[config.mk]
export PLATFORM = sky130hd
export DESIGN_NAME = ps2_host_rx
export DESIGN_NICKNAME = d
export VERILOG_FILES = /design/src/rtl/ps2_pkg.sv /design/src/rtl/ps2_rx_sync_filter.sv /design/src/rtl/ps2_host_rx.sv
export SDC_FILE = /design/constraint.sdc
export NUM_CORES = 1
export LEC_CHECK = 0
export ABC_AREA = 1
export CAP_MARGIN = 5
export CORE_MARGIN = 2
export CORE_UTILIZATION = 62
export DETAILED_ROUTE_END_ITERATION = 8
export PLACE_DENSITY = 0.92
export SLEW_MARGIN = 25
export SYNTH_ARGS = -nofsm -noshare
export SYNTH_HDL_FRONTEND = slang
export SYNTH_SLANG_ARGS = --single-unit
[constraint.sdc]
create_clock -name clk -period 2.7 [get_ports clk]
set_input_delay 0.81 -clock clk [delete_from_list [all_inputs] [get_ports clk]]
set_output_delay 0.81 -clock clk [all_outputs]
set_load 0.05 [all_outputs]
[src/rtl/ps2_pkg.sv]
// Shared types, frame constants and the parity helper for the PS/2 host receiver.
package ps2_pkg;

  typedef enum logic [1:0] {
    IDLE  = 2'd0,
    RECV  = 2'd1,
    CHECK = 2'd2
  } state_t;

  localparam int         PS2_FRAME_BITS = 11;
  localparam logic [7:0] PS2_PREFIX_EXT = 8'hE0;
  localparam logic [7:0] PS2_PREFIX_BRK = 8'hF0;

  // Odd parity holds when the data bits and the parity bit XOR to 1.
  function automatic logic odd_parity_ok(input logic [7:0] data, input logic parity);
    return ^{data, parity};
  endfunction

endpackage

[src/rtl/ps2_rx_sync_filter.sv]
// Synchronises ps2_clk/ps2_dat, deglitches ps2_clk over FILTER_LEN samples and
// emits a one-cycle fall_pulse on each filtered falling edge of ps2_clk.
module ps2_rx_sync_filter
  import ps2_pkg::*;
#(
  parameter int FILTER_LEN = 2
) (
  input  logic clk,
  input  logic reset,
  input  logic ps2_clk,
  input  logic ps2_dat,
  output logic fall_pulse,
  output logic dat
);

  localparam logic [3:0] FLEN = 4'(FILTER_LEN);

  logic       clk_s1;
  logic       clk_s2;
  logic       dat_s1;
  logic       dat_s2;
  logic       clk_filt;
  logic [3:0] filt_cnt;

  // Synchronisers, ps2_clk level filter and falling-edge detect.
  always_ff @(posedge clk or posedge reset) begin
    if (reset) begin
      clk_s1     <= 1'b1;
      clk_s2     <= 1'b1;
      dat_s1     <= 1'b1;
      dat_s2     <= 1'b1;
      clk_filt   <= 1'b1;
      filt_cnt   <= 4'd0;
      fall_pulse <= 1'b0;
    end else begin
      clk_s1     <= ps2_clk;
      clk_s2     <= clk_s1;
      dat_s1     <= ps2_dat;
      dat_s2     <= dat_s1;
      fall_pulse <= 1'b0;
      if (clk_s2 == clk_filt) begin
        filt_cnt <= 4'd0;
      end else if (filt_cnt + 4'd1 == FLEN) begin
        // Enough consecutive differing samples: accept the new level.
        clk_filt   <= clk_s2;
        filt_cnt   <= 4'd0;
        fall_pulse <= ~clk_s2;
      end else begin
        filt_cnt <= filt_cnt + 4'd1;
      end
    end
  end

  assign dat = dat_s2;

endmodule

[src/rtl/ps2_host_rx.sv]
// PS/2 host receiver: deserialises START, d0..d7, odd parity, STOP frames into bytes.
// Optional prefix decoding (E0 / F0) is enabled by defining PS2_BREAK_DECODE_EN.
module ps2_host_rx
  import ps2_pkg::*;
#(
  parameter int FILTER_LEN = 2,
  parameter int TIMEOUT    = 64
) (
  input  logic       clk,
  input  logic       reset,
  input  logic       ps2_clk,
  input  logic       ps2_dat,
  output logic [7:0] rx_data,
  output logic       data_valid,
  output logic       parity_err,
  output logic       frame_err,
  output logic       key_release,
  output logic       key_ext
);

  localparam logic [15:0] TMO      = 16'(TIMEOUT);
  localparam logic [3:0]  LAST_BIT = 4'(PS2_FRAME_BITS - 2);

  logic        fall_pulse;
  logic        dat;

  state_t      state;
  state_t      state_nxt;
  logic [3:0]  bit_cnt;
  logic [3:0]  bit_cnt_nxt;
  logic [15:0] tmo_cnt;
  logic [15:0] tmo_nxt;
  logic [9:0]  shreg;
  logic [9:0]  shreg_nxt;
  logic [7:0]  rx_data_nxt;
  logic        dv_nxt;
  logic        pe_nxt;
  logic        fe_nxt;
  logic        kr_nxt;
  logic        ke_nxt;

`ifdef PS2_BREAK_DECODE_EN
  logic        ext;
  logic        ext_nxt;
  logic        brk;
  logic        brk_nxt;
`endif

  ps2_rx_sync_filter #(
    .FILTER_LEN(FILTER_LEN)
  ) u_sync_filter (
    .clk       (clk),
    .reset     (reset),
    .ps2_clk   (ps2_clk),
    .ps2_dat   (ps2_dat),
    .fall_pulse(fall_pulse),
    .dat       (dat)
  );

  // State register.
  always_ff @(posedge clk or posedge reset) begin
    if (reset) begin
      state <= IDLE;
    end else begin
      state <= state_nxt;
    end
  end

  // Next-state, datapath and output-pulse decode.
  always_comb begin
    state_nxt   = state;
    bit_cnt_nxt = bit_cnt;
    tmo_nxt     = tmo_cnt;
    shreg_nxt   = shreg;
    rx_data_nxt = rx_data;
    dv_nxt      = 1'b0;
    pe_nxt      = 1'b0;
    fe_nxt      = 1'b0;
    kr_nxt      = 1'b0;
    ke_nxt      = 1'b0;
`ifdef PS2_BREAK_DECODE_EN
    ext_nxt     = ext;
    brk_nxt     = brk;
`endif
    case (state)
      IDLE: begin
        if (fall_pulse && !dat) begin
          state_nxt   = RECV;
          bit_cnt_nxt = 4'd0;
          tmo_nxt     = 16'd0;
        end else begin
          state_nxt = IDLE;
        end
      end
      RECV: begin
        if (fall_pulse) begin
          shreg_nxt = {dat, shreg[9:1]};
          tmo_nxt   = 16'd0;
          if (bit_cnt == LAST_BIT) begin
            state_nxt = CHECK;
          end else begin
            bit_cnt_nxt = bit_cnt + 4'd1;
          end
        end else if (tmo_cnt >= TMO) begin
          fe_nxt    = 1'b1;
          state_nxt = IDLE;
`ifdef PS2_BREAK_DECODE_EN
          ext_nxt   = 1'b0;
          brk_nxt   = 1'b0;
`endif
        end else if (tmo_cnt != 16'hFFFF) begin
          tmo_nxt = tmo_cnt + 16'd1;
        end else begin
          tmo_nxt = tmo_cnt;
        end
      end
      CHECK: begin
        state_nxt = IDLE;
        if (!shreg[9]) begin
          fe_nxt  = 1'b1;
`ifdef PS2_BREAK_DECODE_EN
          ext_nxt = 1'b0;
          brk_nxt = 1'b0;
`endif
        end else if (!odd_parity_ok(shreg[7:0], shreg[8])) begin
          pe_nxt      = 1'b1;
          rx_data_nxt = shreg[7:0];
`ifdef PS2_BREAK_DECODE_EN
          ext_nxt     = 1'b0;
          brk_nxt     = 1'b0;
`endif
        end else begin
          rx_data_nxt = shreg[7:0];
`ifdef PS2_BREAK_DECODE_EN
          // Prefix bytes only arm a flag; the following key byte carries it out.
          if (shreg[7:0] == PS2_PREFIX_EXT) begin
            ext_nxt = 1'b1;
          end else if (shreg[7:0] == PS2_PREFIX_BRK) begin
            brk_nxt = 1'b1;
          end else begin
            dv_nxt  = 1'b1;
            ke_nxt  = ext;
            kr_nxt  = brk;
            ext_nxt = 1'b0;
            brk_nxt = 1'b0;
          end
`else
          dv_nxt = 1'b1;
`endif
        end
      end
      default: begin
        state_nxt = IDLE;
      end
    endcase
  end

  // Datapath registers and registered output pulses.
  always_ff @(posedge clk or posedge reset) begin
    if (reset) begin
      bit_cnt     <= 4'd0;
      tmo_cnt     <= 16'd0;
      shreg       <= 10'd0;
      rx_data     <= 8'd0;
      data_valid  <= 1'b0;
      parity_err  <= 1'b0;
      frame_err   <= 1'b0;
      key_release <= 1'b0;
      key_ext     <= 1'b0;
    end else begin
      bit_cnt     <= bit_cnt_nxt;
      tmo_cnt     <= tmo_nxt;
      shreg       <= shreg_nxt;
      rx_data     <= rx_data_nxt;
      data_valid  <= dv_nxt;
      parity_err  <= pe_nxt;
      frame_err   <= fe_nxt;
      key_release <= kr_nxt;
      key_ext     <= ke_nxt;
    end
  end

`ifdef PS2_BREAK_DECODE_EN
  // Prefix flags.
  always_ff @(posedge clk or posedge reset) begin
    if (reset) begin
      ext <= 1'b0;
      brk <= 1'b0;
    end else begin
      ext <= ext_nxt;
      brk <= brk_nxt;
    end
  end
`endif

endmodule

; ---- Word level (Yosys, flattened, before mapping)
; Cells that the tools add are included.
[word_totals]
input_bits = 4
regBits = 53
out_inout_bits = 13
[classes]
n_reduce_logical = 11
add_sub_neg = 3
n_lt_le_gt_ge = 1
muxes = 28
eq_ne = 13
bitwise = 2
[ops]
columns = operator, count
row1 = 16-bit two-way mux, 4
row2 = 16-bit one-hot mux with 2 select lines, 1
row3 = 4-bit two-way mux, 5
row4 = 16-bit by 1-bit adder with 16-bit output (second input constant), 1
row5 = 16-bit by 7-bit greater-or-equal comparator with 1-bit output (second input constant), 1
row6 = 16-bit != test (second input constant), 1
row7 = 1-bit two-way mux, 12
row8 = 3-bit by 2-bit != test with 1-bit output (second input constant), 3
row9 = 9-bit parity, 1
row10 = 4-bit by 1-bit adder with 4-bit output (second input constant), 2
row11 = 4-bit one-hot mux with 2 select lines, 1
row12 = 2-bit AND reduction, 4
row13 = 4-bit AND reduction, 2
row14 = 2-bit two-way mux, 3
row15 = 4-bit by 2-bit == test with 1-bit output (second input constant), 1
row16 = 4-bit == test (second input constant), 1
row17 = 2-bit != test (second input constant), 2
row18 = 2-bit one-hot mux with 2 select lines, 1
row19 = 3-bit != test (second input constant), 1
row20 = 2-bit by 1-bit == test with 1-bit output (second input constant), 1
row21 = 2-bit == test (second input constant), 1
row22 = 2-bit logical NOT, 1
row23 = 2-bit by 1-bit != test with 1-bit output (second input constant), 1
row24 = 1-bit NOT, 2
row25 = other kinds (5), 5

; ---- Longest topological paths before layout
[logic_depth]
ltp_word = 5
mapped_depth = 10
ltp_nobuf = 9

; ---- Cells and area by module
; A second synthesis with hierarchy kept.
[hier_totals]
hier_cells = 291
hier_area_um2 = 2521.2
[modules_own_cells]
columns = module, cells_per_inst, n_inst, area_each_um2
row1 = ps2_host_rx, 247, 1, 2104.5
row2 = ps2_rx_sync_filter, 44, 1, 416.6

; ---- Worst setup path after synthesis
; OpenSTA, ideal clock, no wires.
[synth_path]
path_kind = flip-flop to flip-flop
from = reg state[1]
to = reg tmo_cnt[6]
required_ns = 2.584
period_less_slack_ns = 1.432
slack_ns = 1.268
path_stages_with_launch = 11
arrival_time_ns = 1.316
setup_ns = 0.116
path_cell_list = dfrtp_1 > inv_1 > ha_1 > inv_2 > nor2_4 > o21ai_2 > nand2_2 > inv_2 > buf_4 > nand2_1 > nand2_1
[synth_via]
elab_chain_len = 3
[synth_lines]
columns = element, line
row1 = start: declaration, ps2_host_rx.sv:27  ; state_t state;
row2 = start signal: assignment, ps2_host_rx.sv:65  ; state <= state_nxt;
row3 = 2-bit by 1-bit == test with 1-bit output or 2-bit logical NOT (tied branches), ps2_host_rx.sv:85  ; case (state)
row4 = "3-bit by 2-bit != test with 1-bit output (no line), or another cell as far along", -
row5 = 4-bit AND reduction (no line), -
row6 = end signal: assignment, ps2_host_rx.sv:172  ; tmo_cnt <= tmo_nxt;
row7 = end: declaration, ps2_host_rx.sv:31  ; logic [15:0] tmo_cnt;
; Parallel ways exist; a longest one is shown, timed or not.
; A chain may end at the register's enable or synchronous reset.

; ---- Worst setup path after layout
[layout_path]
from = reg rx_data[3]
to = out rx_data[3]
[layout_lines]
columns = element, line
row1 = start: declaration, ps2_host_rx.sv:13  ; output logic [7:0] rx_data,
row2 = start signal: assignment, ps2_host_rx.sv:174  ; rx_data <= rx_data_nxt;
; No word-level cell between the ends.

==> reports/results.txt <==
Outcome = finished clean
Port Buf Inserts = 14
Layout cells sized above 1 = 0.07877
LEAKAGE = 0.001254 uW
Critical Path Start Type = register
Setup Buffers After CTS = 0
Synth warn = 0
Detailed Route Iter0 Violations = 136
Diode count = 0
Resize count post-CTS = 0
CTS buffer count = 5
Tot GR Track Use = 0.1985
Critical Path RT = 1.89 ns
Number of synthesized register bits = 53
Post-Syn Instances = 275
DIE HEIGHT = 66.17 um
Routed Antenna Nets = 0
Ys async rst share = 1.000
Skew-Pair Late Insertion Delay = 0.30 ns
Worst Hold Class = register to register
Syn Area/Cell = 8.713 sq um
Worst Skew = 0.006246 ns
Starting Density = 0.6496
Max Freq = 437.1 MHz
Pin count of the biggest net entering global routing = 32
Compound-Gate Fraction of Synth Area = 0.08042
Final hold vios = 0
Min Clock Period, post-route = 2.288 ns
Die area = 4378 sq um
Rel. slew slack = 0.6338
Hpwl dp = 2.716 mm
CTS clk-pin slew, worst paths = 0.09 ns
Via density = 5.021
Worst path arrival time = 1.48 ns
CTS Hold Bufs = 0
Final setup vio count = 0
Final worst slack = 0.4124 ns
Max IR drop VDD = 0.4159 mV
PwrDens = 550.8 nW/um^2
Gpl congestion = 0.8304
Chip width = 66.17 um
CP Buf/Inv Count = 1
Residual DRC = 0
Post-Syn Area = 2396 sq um
GRT Residual Overflow = 0
Seq/Total Area, Yosys = 0.5561
Unrepaired setup endpoints after global routing = no
Max stage delay on crit path = 0.80 ns
Dpl ws = 0.7539 ns
Post-synthesis xor/xnor area fraction = 0.02559
Hold slack = 0.3604 ns
Number of flops mapped to enable cells by yosys = 0
Simple-gate share of the synthesized area = 0.2094
Primary FF master, synth = dfrtp_1
Crit-path max FO = 2
Ports = 17
Top delay family on crit path = buffers and inverters
Kind of critical path = register to output port
H-tree levels = 2
CTS tree = built
Multiplexer share of the synthesized area = 0
Final Max Slew Viols = 0
Row count = 22
WL/cell = 10.82 um
Clock Sinks = 53
Setup TNS = 0 ns
Worst setup EP type = output port
First-pass GRT wire length = 6.561 mm
Drt pass-1 iters = 4
Worst-margin pin slew = 0.5480 ns
Core Area = 3689 sq um
Largest family of logic cells by synthesized area = simple AND/OR/NAND/NOR gates
Count of cell types in the netlist = 25
CP max stage cell = clkdlybuf4s50_1
Nets = 304
Final wirelength = 3.680 mm
Final Cycle Share = 0.8473
Root Driver = clkbuf_8
Vias in the first global route = 1600
Max clock buf depth = 2
Cell Chain, Critical Path = clkdlybuf4s50_1
Reported max-cap violation count = 0
Adder-cell share of the synthesized area = 0.04700
DR vias = 1707
Initial antenna violation count = 0
Syn-to-layout area delta = 11.07%
==> layout make-up <==
class	count	area [sq um]
Inverter	40	150.1
Timing Repair Buffer	15	160.2
Tap cell	48	60.06
Clock buffer	6	72.57
Fill cell	274	1027
Multi-Input combinational cell	176	875.8
Sequential cell	53	1333
Clock inverter	2	10.01
==> stage by stage <==
step,util,instance area (sq um),power (uW),instances
after global routing,0.7215,2661,1550,340
after detailed placement,0.6991,2579,1065,332
final,0.7215,2661,1466,340
after CTS,0.7215,2661,1476,340
after global placement,0.6991,2579,1054,332
after floorplan,-,2400,1028,276
==> flip-flops by register name, indices dropped and copies added (netlist names) <==
| name | cells |
|---|---|
| bit_cnt | 4 |
| data_valid | 1 |
| frame_err | 1 |
| parity_err | 1 |
| rx_data | 8 |
| shreg | 10 |
| state | 2 |
| tmo_cnt | 16 |
| u_sync_filter.clk_filt | 1 |
| u_sync_filter.clk_s1 | 1 |
| u_sync_filter.clk_s2 | 1 |
| u_sync_filter.dat | 1 |
| u_sync_filter.dat_s1 | 1 |
| u_sync_filter.fall_pulse | 1 |
| u_sync_filter.filt_cnt | 4 |
==> cells in the mapped netlist (2+ instances only) <==
library cell | number | area [sq um]
o21ai_2 | 2 | 17.52
inv_2 | 2 | 7.510
dfstp_2 | 5 | 131.4
dfrtp_1 | 48 | 1201
ha_1 | 9 | 112.6
o21ai_1 | 4 | 20.02
clkbuf_1 | 3 | 11.26
nand3_1 | 13 | 65.06
buf_4 | 4 | 30.03
nor3_1 | 2 | 10.01
xnor2_1 | 3 | 26.28
o21ai_0 | 26 | 130.1
nand2_1 | 73 | 274.0
xor2_1 | 4 | 35.03
a21oi_1 | 2 | 10.01
or2_2 | 2 | 12.51
inv_1 | 38 | 142.6
nor2_1 | 28 | 105.1
==> cells in the final DEF (no fill, tap or decap), drive strengths merged <==
| cell | n |
|---|---|
| xnor2 | 3 |
| nand2 | 74 |
| ha | 9 |
| nand3 | 14 |
| inv | 40 |
| clkinv | 2 |
| xor2 | 4 |
| a21boi | 1 |
| o31ai | 1 |
| conb | 2 |
| or2 | 2 |
| nor3b | 1 |
| buf | 1 |
| nor2 | 29 |
| nor3 | 2 |
| dfstp | 5 |
| a21oi | 2 |
| clkbuf | 6 |
| o21ai | 32 |
| dfrtp | 48 |
| clkdlybuf4s50 | 14 |
==> worst paths after layout <==
path	from	end	slack (ns)	cells after the start
min in group asynchronous	reset	rx_data[7]$_DFFE_PP0P_	0.84	2
min reg2reg	u_sync_filter.clk_s1$_DFF_PP1_	u_sync_filter.clk_s2$_DFF_PP1_	0.36	0
min	u_sync_filter.clk_s1$_DFF_PP1_	u_sync_filter.clk_s2$_DFF_PP1_	0.36	0
max	rx_data[3]$_DFFE_PP0P_	rx_data[3]	0.41	1
max in group asynchronous	reset	u_sync_filter.dat$_DFF_PP1_	1.26	3
max reg2reg	state[1]$_DFFE_PP0P_	bit_cnt[0]$_DFFE_PP0P_	0.89	6
==> power by group <==
group / switching (uW) / internal (uW)
registers: 35.2 / 840
clock network: 237 / 180
logic: 115 / 58.1
==> layer usage <==
metal  global-route usage  wire length [um]  up-vias
li1                     -                 -      870
met1               0.2532              1727      811
met2               0.3325              1804       22
met3              0.04089               111        4
met4              0.07653                37        0
met5                    0                 0        -
==> kinds of logic (layout without fill, tap and decap cells) <==
logic type | count (synthesis) | after routing
and+or+nand+nor | 122 | 122
DFF | 53 | 53
buffers and inverters | 47 | 63
AOI/OAI and AO/OA | 36 | 36
adders and majority gates | 9 | 9
xor gates and xnor gates | 7 | 7
other | 1 | 2
Note: power is estimated with default switching activity, not from simulation.
